[src/rtl/pwm_capture_if.sv]
// pwm_capture_if: signal bundle between the PWM capture block and its user.
//   master modport : drives cap_en / pwm_in, observes the measurement status.
//   slave modport  : the capture block itself.
// Signals:
//   cap_en     capture enable; low forces the block idle
//   pwm_in     external PWM waveform, asynchronous to clk
//   period_o   last measured period (rise to rise), clk cycles
//   high_o     last measured high time (rise to fall), clk cycles
//   valid_o    one-cycle pulse when period_o/high_o update
//   timeout_o  level; no edge within 2^WIDTH-1 cycles
//   level_o    synchronized (optionally filtered) input level
interface pwm_capture_if #(
  parameter int unsigned WIDTH = 16
) ();
  logic             cap_en;
  logic             pwm_in;
  logic [WIDTH-1:0] period_o;
  logic [WIDTH-1:0] high_o;
  logic             valid_o;
  logic             timeout_o;
  logic             level_o;

  modport master (
    output cap_en,
    output pwm_in,
    input  period_o,
    input  high_o,
    input  valid_o,
    input  timeout_o,
    input  level_o
  );

  modport slave (
    input  cap_en,
    input  pwm_in,
    output period_o,
    output high_o,
    output valid_o,
    output timeout_o,
    output level_o
  );
endinterface

[src/rtl/pwm_capture.sv]
// pwm_capture: measures period and high time of an asynchronous PWM input in clk cycles.
// The input is synchronized, optionally glitch-filtered, edge-detected and timed with one
// saturating counter. Results are held until the next complete rise-to-rise measurement.
// Ports:
//   clk    peripheral clock
//   rst_n  asynchronous active-low reset
//   bus    pwm_capture_if.slave (cap_en, pwm_in in; period_o, high_o, valid_o, timeout_o,
//          level_o out)
// Build option: define PWM_CAPTURE_FILTER_EN to insert a FILTER_LEN-cycle stability filter
// between the synchronizer and the edge detector.
module pwm_capture #(
  parameter int unsigned WIDTH       = 16,
  parameter int unsigned SYNC_STAGES = 2,
  parameter int unsigned FILTER_LEN  = 3
) (
  input logic           clk,
  input logic           rst_n,
  pwm_capture_if.slave  bus
);

  if (SYNC_STAGES < 2 || FILTER_LEN < 1) begin : g_param_check
    $error("pwm_capture: SYNC_STAGES must be >= 2 and FILTER_LEN >= 1");
  end

  localparam logic [WIDTH-1:0] CntMax = '1;

  typedef enum logic [1:0] {StIdle, StArm, StHigh, StLow} state_e;

  logic [SYNC_STAGES-1:0] sync;
  logic                   s;
  logic                   lvl;
  logic                   lvl_d;
  logic                   rise;
  logic                   fall;

  state_e           state;
  logic [WIDTH-1:0] cnt;
  logic [WIDTH-1:0] cnt_inc;
  logic             cnt_sat;
  logic [WIDTH-1:0] high_tmp;
  logic [WIDTH-1:0] period;
  logic [WIDTH-1:0] high;
  logic             valid;
  logic             timeout;

  always_ff @(posedge clk or negedge rst_n) begin
    if (!rst_n) begin
      sync <= '0;
    end else begin
      sync <= {sync[SYNC_STAGES-2:0], bus.pwm_in};
    end
  end

  assign s = sync[SYNC_STAGES-1];

`ifdef PWM_CAPTURE_FILTER_EN
  localparam int unsigned FltW = (FILTER_LEN > 1) ? $clog2(FILTER_LEN) : 1;

  logic [FltW-1:0] flt_cnt;
  logic            flt;

  // The filtered level flips only once s has disagreed with it for FILTER_LEN cycles in a row.
  always_ff @(posedge clk or negedge rst_n) begin
    if (!rst_n) begin
      flt     <= 1'b0;
      flt_cnt <= '0;
    end else if (s != flt) begin
      if (flt_cnt == FltW'(FILTER_LEN - 1)) begin
        flt     <= s;
        flt_cnt <= '0;
      end else begin
        flt_cnt <= flt_cnt + FltW'(1);
      end
    end else begin
      flt_cnt <= '0;
    end
  end

  assign lvl = flt;
`else
  assign lvl = s;
`endif

  always_ff @(posedge clk or negedge rst_n) begin
    if (!rst_n) begin
      lvl_d <= 1'b0;
    end else begin
      lvl_d <= lvl;
    end
  end

  assign rise = lvl & ~lvl_d;
  assign fall = ~lvl & lvl_d;

  // cnt+1 sticks at all-ones so a stored value never wraps back to a small number.
  assign cnt_sat = (cnt == CntMax);
  assign cnt_inc = cnt_sat ? cnt : cnt + WIDTH'(1);

  always_ff @(posedge clk or negedge rst_n) begin
    if (!rst_n) begin
      state    <= StIdle;
      cnt      <= '0;
      high_tmp <= '0;
      period   <= '0;
      high     <= '0;
      valid    <= 1'b0;
      timeout  <= 1'b0;
    end else begin
      valid <= 1'b0;
      if (!bus.cap_en) begin
        state   <= StIdle;
        cnt     <= '0;
        timeout <= 1'b0;
      end else begin
        unique case (state)
          StIdle: begin
            cnt   <= '0;
            state <= StArm;
          end
          // Wait for a clean rise; any partial cycle in progress is discarded.
          StArm: begin
            if (rise) begin
              state <= StHigh;
              cnt   <= '0;
            end
          end
          StHigh: begin
            if (fall) begin
              state    <= StLow;
              high_tmp <= cnt_inc;
              cnt      <= cnt_inc;
            end else if (cnt_sat) begin
              state   <= StArm;
              timeout <= 1'b1;
              cnt     <= '0;
            end else begin
              cnt <= cnt_inc;
            end
          end
          StLow: begin
            // A rise coinciding with saturation still measures, but reports all-ones + timeout.
            if (rise) begin
              state   <= StHigh;
              period  <= cnt_inc;
              high    <= high_tmp;
              valid   <= 1'b1;
              timeout <= cnt_sat;
              cnt     <= '0;
            end else if (cnt_sat) begin
              state   <= StArm;
              timeout <= 1'b1;
              cnt     <= '0;
            end else begin
              cnt <= cnt_inc;
            end
          end
        endcase
      end
    end
  end

  assign bus.period_o  = period;
  assign bus.high_o    = high;
  assign bus.valid_o   = valid;
  assign bus.timeout_o = timeout;
  assign bus.level_o   = lvl;

endmodule

[src/flat_wrapper.sv]
// flat-port wrapper written by rule: the top's interface ports become plain ports
module pwm_capture_flat 
#(
  parameter int unsigned WIDTH       = 16,
  parameter int unsigned SYNC_STAGES = 2,
  parameter int unsigned FILTER_LEN  = 3
)
  (clk, rst_n, bus_cap_en, bus_pwm_in, bus_period_o, bus_high_o, bus_valid_o, bus_timeout_o, bus_level_o);
  pwm_capture_if #(.WIDTH(WIDTH)) bus_i ();
  input logic clk;
  input logic rst_n;
  input wire logic [$bits(bus_i.cap_en)-1:0] bus_cap_en;
  input wire logic [$bits(bus_i.pwm_in)-1:0] bus_pwm_in;
  output wire logic [$bits(bus_i.period_o)-1:0] bus_period_o;
  output wire logic [$bits(bus_i.high_o)-1:0] bus_high_o;
  output wire logic [$bits(bus_i.valid_o)-1:0] bus_valid_o;
  output wire logic [$bits(bus_i.timeout_o)-1:0] bus_timeout_o;
  output wire logic [$bits(bus_i.level_o)-1:0] bus_level_o;
  assign bus_i.cap_en = bus_cap_en;
  assign bus_i.pwm_in = bus_pwm_in;
  assign bus_period_o = bus_i.period_o;
  assign bus_high_o = bus_i.high_o;
  assign bus_valid_o = bus_i.valid_o;
  assign bus_timeout_o = bus_i.timeout_o;
  assign bus_level_o = bus_i.level_o;
  pwm_capture #(.WIDTH(WIDTH), .SYNC_STAGES(SYNC_STAGES), .FILTER_LEN(FILTER_LEN)) u_core (.clk(clk), .rst_n(rst_n), .bus(bus_i));
endmodule
[config.mk]
export PLATFORM = sky130hd
export DESIGN_NAME = pwm_capture_flat
export DESIGN_NICKNAME = d
export VERILOG_FILES = /design/src/rtl/pwm_capture_if.sv /design/src/rtl/pwm_capture.sv /design/src/flat_wrapper.sv
export SDC_FILE = /design/constraint.sdc
export NUM_CORES = 1
export LEC_CHECK = 0
export ABC_AREA = 1
export CAP_MARGIN = 10
export CORE_UTILIZATION = 55
export DETAILED_ROUTE_END_ITERATION = 6
export PLACE_DENSITY = 0.88
export SYNTH_ARGS = -nofsm -noshare
export SYNTH_HDL_FRONTEND = slang
export SYNTH_SLANG_ARGS = --single-unit
[constraint.sdc]
create_clock -name clk -period 2.14 [get_ports clk]
set_clock_uncertainty 0.15 [all_clocks]
set_input_delay 0.642 -clock clk [delete_from_list [all_inputs] [get_ports clk]]
set_output_delay 0.642 -clock clk [all_outputs]
set_load 0.05 [all_outputs]
## Word-level counts from Yosys, hierarchy flattened

Index checks and enable logic that the tools add are counted.

- Register bits after elaboration: 71
- Bits in latches: 0
- Bits in writable memories: 0
- Memory bits (read-only): 0
- Input port bits: 4
- Word-level logic and storage cells: 46
- Memories: 0

- Add/subtract/negate cells: 1
- Multiply operators: 0
- Div/mod/pow operators: 0
- Magnitude comparators: 0
- Equality and inequality tests: 7
- Shift operators: 0
- Multiplexer cells: 21
- Bitwise operators: 4
- Reductions and logical operators: 4

Operator list:

| operator | number |
|---|---|
| 2-to-1 mux 16 bit | 6 |
| case mux 16 bit (4 select lines) | 1 |
| adder 16 x 1 -> 16 bit, second input constant | 1 |
| == test 16 bit, second input constant | 1 |
| 2-to-1 mux 2 bit | 5 |
| case mux 2 bit (4 select lines) | 1 |
| 2-to-1 mux 1 bit | 7 |
| AND reduction 3 bit | 2 |
| == test 2 bit, second input constant | 2 |
| != test 3 x 1 -> 1 bit, second input constant | 1 |
| != test 3 x 2 -> 1 bit, second input constant | 1 |
| != test 3 bit, second input constant | 1 |
| AND 1 bit | 2 |
| == test 2 x 1 -> 1 bit, second input constant | 1 |
| logical NOT 2 bit | 1 |
| inverter 1 bit | 2 |
| case mux 1 bit (2 select lines) | 1 |
| AND reduction 2 bit | 1 |

## Logic depth before layout (Yosys ltp)

Gate-level depths: netlist (run 1).

- Depth after elaboration: 6
- Depth in mapped cells: 11
- Depth with buffers taken out: 11

## Worst setup path before layout (run 1)

No wires, ideal clock.

- Kind: register to register
- Start point: reg u_core.cnt[0]
- End point: reg u_core.cnt[0]
- Library setup time: 83 ps
- Data arrival time: 1661 ps
- Slack: 246 ps
- Stages on the path, launching flop included: 11
- Path buffers: 0
- Clock period less this slack: 1894 ps
- Path through: dfrtp_1 -> ha_1 -> nand3_2 -> inv_2 -> nand2_2 -> nor2_4 -> nand2_4 -> ha_1 -> o21ai_0 -> nand2_1 -> o21ai_0

- Longest elaborated chain between the ends: 6
- Elaborated cells between the ends (all ways): 8

RTL lines:

| element | RTL line | text |
|---|---|---|
| start: declaration | pwm_capture.sv:37 | `logic [WIDTH-1:0] cnt;` |
| start signal: assignment | pwm_capture.sv:131 | `cnt <= cnt_inc;` |
| start signal: assignment | pwm_capture.sv:137 | `cnt <= cnt_inc;` |
| start signal: assignment | pwm_capture.sv:154 | `cnt <= cnt_inc;` |
| adder 16 x 1 -> 16 bit / == test 16 bit (equally long branches) | pwm_capture.sv:97, pwm_capture.sv:96 |  |
| 2-to-1 mux 16 bit | pwm_capture.sv:97 | `assign cnt_inc = cnt_sat ? cnt : cnt + WIDTH'(1);` |
| 2-to-1 mux 16 bit | pwm_capture.sv:132, pwm_capture.sv:149 |  |
| 2-to-1 mux 16 bit, on equally long branches | pwm_capture.sv:142, pwm_capture.sv:128 |  |
| case mux 16 bit (4 select lines) * | pwm_capture.sv:115 | `unique case (state)` |
| 2-to-1 mux 16 bit * | pwm_capture.sv:110 | `if (!bus.cap_en) begin` |

Mark *: on every way between the ends. The rest lies on a longest branch, timed or not.
A chain may end at the register's enable or synchronous reset.

## Final worst setup path (run 1)

Same ends and word-level chain as after synthesis.

==> metrics.txt, run 1 <==
syn avg cell area 8.82 um2; Period minus WS final 2.00 ns; Routability Congestion 0.953; PortBufs 38; fill count 459; Routed wire per std cell 14.1 um; first-pass GRT wire length 11,900 um; Synth area leader dfrtp_1; initial antenna violation count 0; leak pwr 1.96 nW; top cells by count, synth 94 x nand2_1, 71 x dfrtp_1, 45 x nor2_1, 28 x inv_1, 20 x nand3_1; First-pass DRT Iterations 4; worst vdd ir 0.974 mV; H-tree depth 3; CTS Sinks 71; Primary FF master, synth dfrtp_1; CP Depth 10; post-CTS sizing 0; vias per cell 5.30; Final Hold Viols 0; Starting Density 58.3%; Tot Pwr 5.16 mW; pre-CTS setup slack -0.0852 ns; power density over the cells 1290 nW/um2; Antenna Cells 0; final setup TNS 0 ns; post-synth top area share 54.0%; Clock Pin Slew Worst Setup and Hold Paths 0.08 ns; deepest clock path buffer count 2; Top Usage Layer GRT met2; Compound-Gate Fraction of Synth Area 8.67%; vias in the first global route 2,560; worst reg-to-reg path cell count 10; #FFs+latches synth 71; initial drt markers 215; setup ws final 0.138 ns; adder-cell share of the synthesized area 0.760%; root buffer selected by CTS clkbuf_8; Mapped Nets 379; layout cells sized above 1 23.6%; Horiz. Die Dim 79.4 um; pin count of the biggest net entering global routing 41; max-cap check violation count 0; routed vias 2,671; die area 6300 um2; worst hold-check path type in -> async; clock latency at the later pin of the worst-skew pair 0.35 ns; Crit path required time 2.25 ns; hold buffers post-CTS 0; gr ovfl total 0; I/O Pins 39; synth warn 0; CTS buffer count 9; GRT Total Usage 25.4%; final critical-path share of the clock period 93.6%; Rows 27; Rel. slew slack 62.1%; global routing usage on met3 5.06%; Post-synth ARST share 100%; CP max stage delay 0.45 ns; XOR/XNOR share of the synthesized area 1.86%; outcome finished clean; Worst path top cell family by delay adder cells; CTS tree done; slowest CP cell dfrtp_1; Worst Path Buf+Inv 1; CP Data Arrival Time 2.12 ns; largest family of logic cells by synthesized area simple AND/OR/NAND/NOR gates; final net count 433; unrepaired setup endpoints after global routing false; Layout area overhead 21.2%; max-slew violations 0; most frequent cell after synthesis nand2_1; Post-DRT Antenna Nets 0; DRT Wirelength 7120 um; top cells by area, synth dfrtp_1 54%, nand2_1 11%, nor2_1 5.1%, inv_1 3.2%, nand3_1 3.0%; Register Area 1780 um2; Slew @ Worst Pin 0.568 ns; met2 usage 41.2%; EDFF count, synth 0; synthesized cell area 3290 um2; mux share of post-synthesis cell area 1.03%; critical-path cell list ha_1, nand3_2, inv_2, nand2_2, nor2_4, nand2_4, ha_1, o21ai_0, nand2_1, o21ai_0; Critical Path End Type register; Synth Area in Simple Gates 27.5%; Die Ht 79.4 um; final setup vio count 0; Gate Count Post-Synth 373; CORE AREA 5640 um2; DR DRC count 0; Post-CTS Setup Bufs 0; f_max 499 MHz; met1 Use GR 32.9%; sequential area share after synthesis 54.0%; count of cell types in the netlist 30; combined area of the multi-input logic cells 1320 um2; CP Launch Type register; Setup CP Type reg -> reg; Detailed Place HPWL 5190 um; critical path peak fanout 5
[area by class of cell]
| type | instances | share of cell area (%) |
|---|---|---|
| clock buffer | 9 | 3.11 |
| clock inverter | 7 | 1.82 |
| inverter | 31 | 2.92 |
| multi-input combinational | 257 | 33.0 |
| sequential | 71 | 44.5 |
| tap | 72 | 2.26 |
| timing repair buffer | 57 | 12.4 |
[stage by stage]
step | area, um2 | utilization [%] | hold WS (ns) | cells
final | 3990 | 70.7 | 0.127 | 504
after CTS | 3990 | 70.7 | 0.144 | 504
after global routing | 3990 | 70.7 | 0.157 | 504
after global placement | 3790 | 67.2 | 0.185 | 488
after floorplan | 3290 | - | 0.181 | 373
after detailed placement | 3790 | 67.2 | 0.200 | 488
[routing by layer]
layer  vias up  wire [um]
li1       1318          -
met1      1272       3210
met2        67       3440
met3        14        360
met4         0        116
met5         -          0
[report_power, final]
group	internal (mW)	switching (mW)
Clock	0.539	0.522
Sequential	1.74	0.210
Combinational	0.650	1.49
[cells by family (layout without fill, tap and decap cells)]
kind of cell | after synthesis | count (layout)
AND/OR/NAND/NOR | 192 | 192
flip-flops | 71 | 71
AO/OA/AOI/OAI | 53 | 53
buffers and inverters | 45 | 104
XOR/XNOR | 7 | 7
multiplexers | 3 | 3
adder cells (fa/ha/maj) | 2 | 2
[cell usage in the layout, fill, tap and decap left out, types with 5 or more instances in the layout]
cell type and n:
buf_12 5, o21ai_1 6, dfrtp_1 71, nand3_1 20
nand4_1 6, nor2_1 45, buf_4 49, clkbuf_8 9
nand2_1 94, nand2_2 7, o21ai_0 16, a31oi_1 14
nand3_2 8, inv_1 28, a21oi_1 16
[registers in the layout (all words and copies together), names as in the netlist]
name,count
u_core.state,2
u_core.bus.high_o,16
u_core.high_tmp,16
u_core.bus.period_o,16
u_core.bus.timeout_o,1
u_core.lvl_d,1
u_core.sync,2
u_core.bus.valid_o,1
u_core.cnt,16
[path summary, 6_finish.rpt]
path	end	from	slack [ns]
min in group clk	u_core.sync[1]	u_core.sync[0]	0.21
worst max-delay path	u_core.cnt[0]	u_core.cnt[0]	0.14
worst max register to register	u_core.cnt[0]	u_core.cnt[0]	0.14
max in group asynchronous	u_core.cnt[11]	rst_n	1.17
worst min-delay path	u_core.bus.high_o[1]	rst_n	0.13
worst min register to register	u_core.sync[1]	u_core.sync[0]	0.21
Note: power is estimated with default switching activity, not from simulation.
==> inputs of run 2 (changes only) <==
Settings changed: CTS_CLUSTER_SIZE from default to 30.
==> results of run 2 <==
The final DEF is identical to that of run 1; final timing and power are the same.
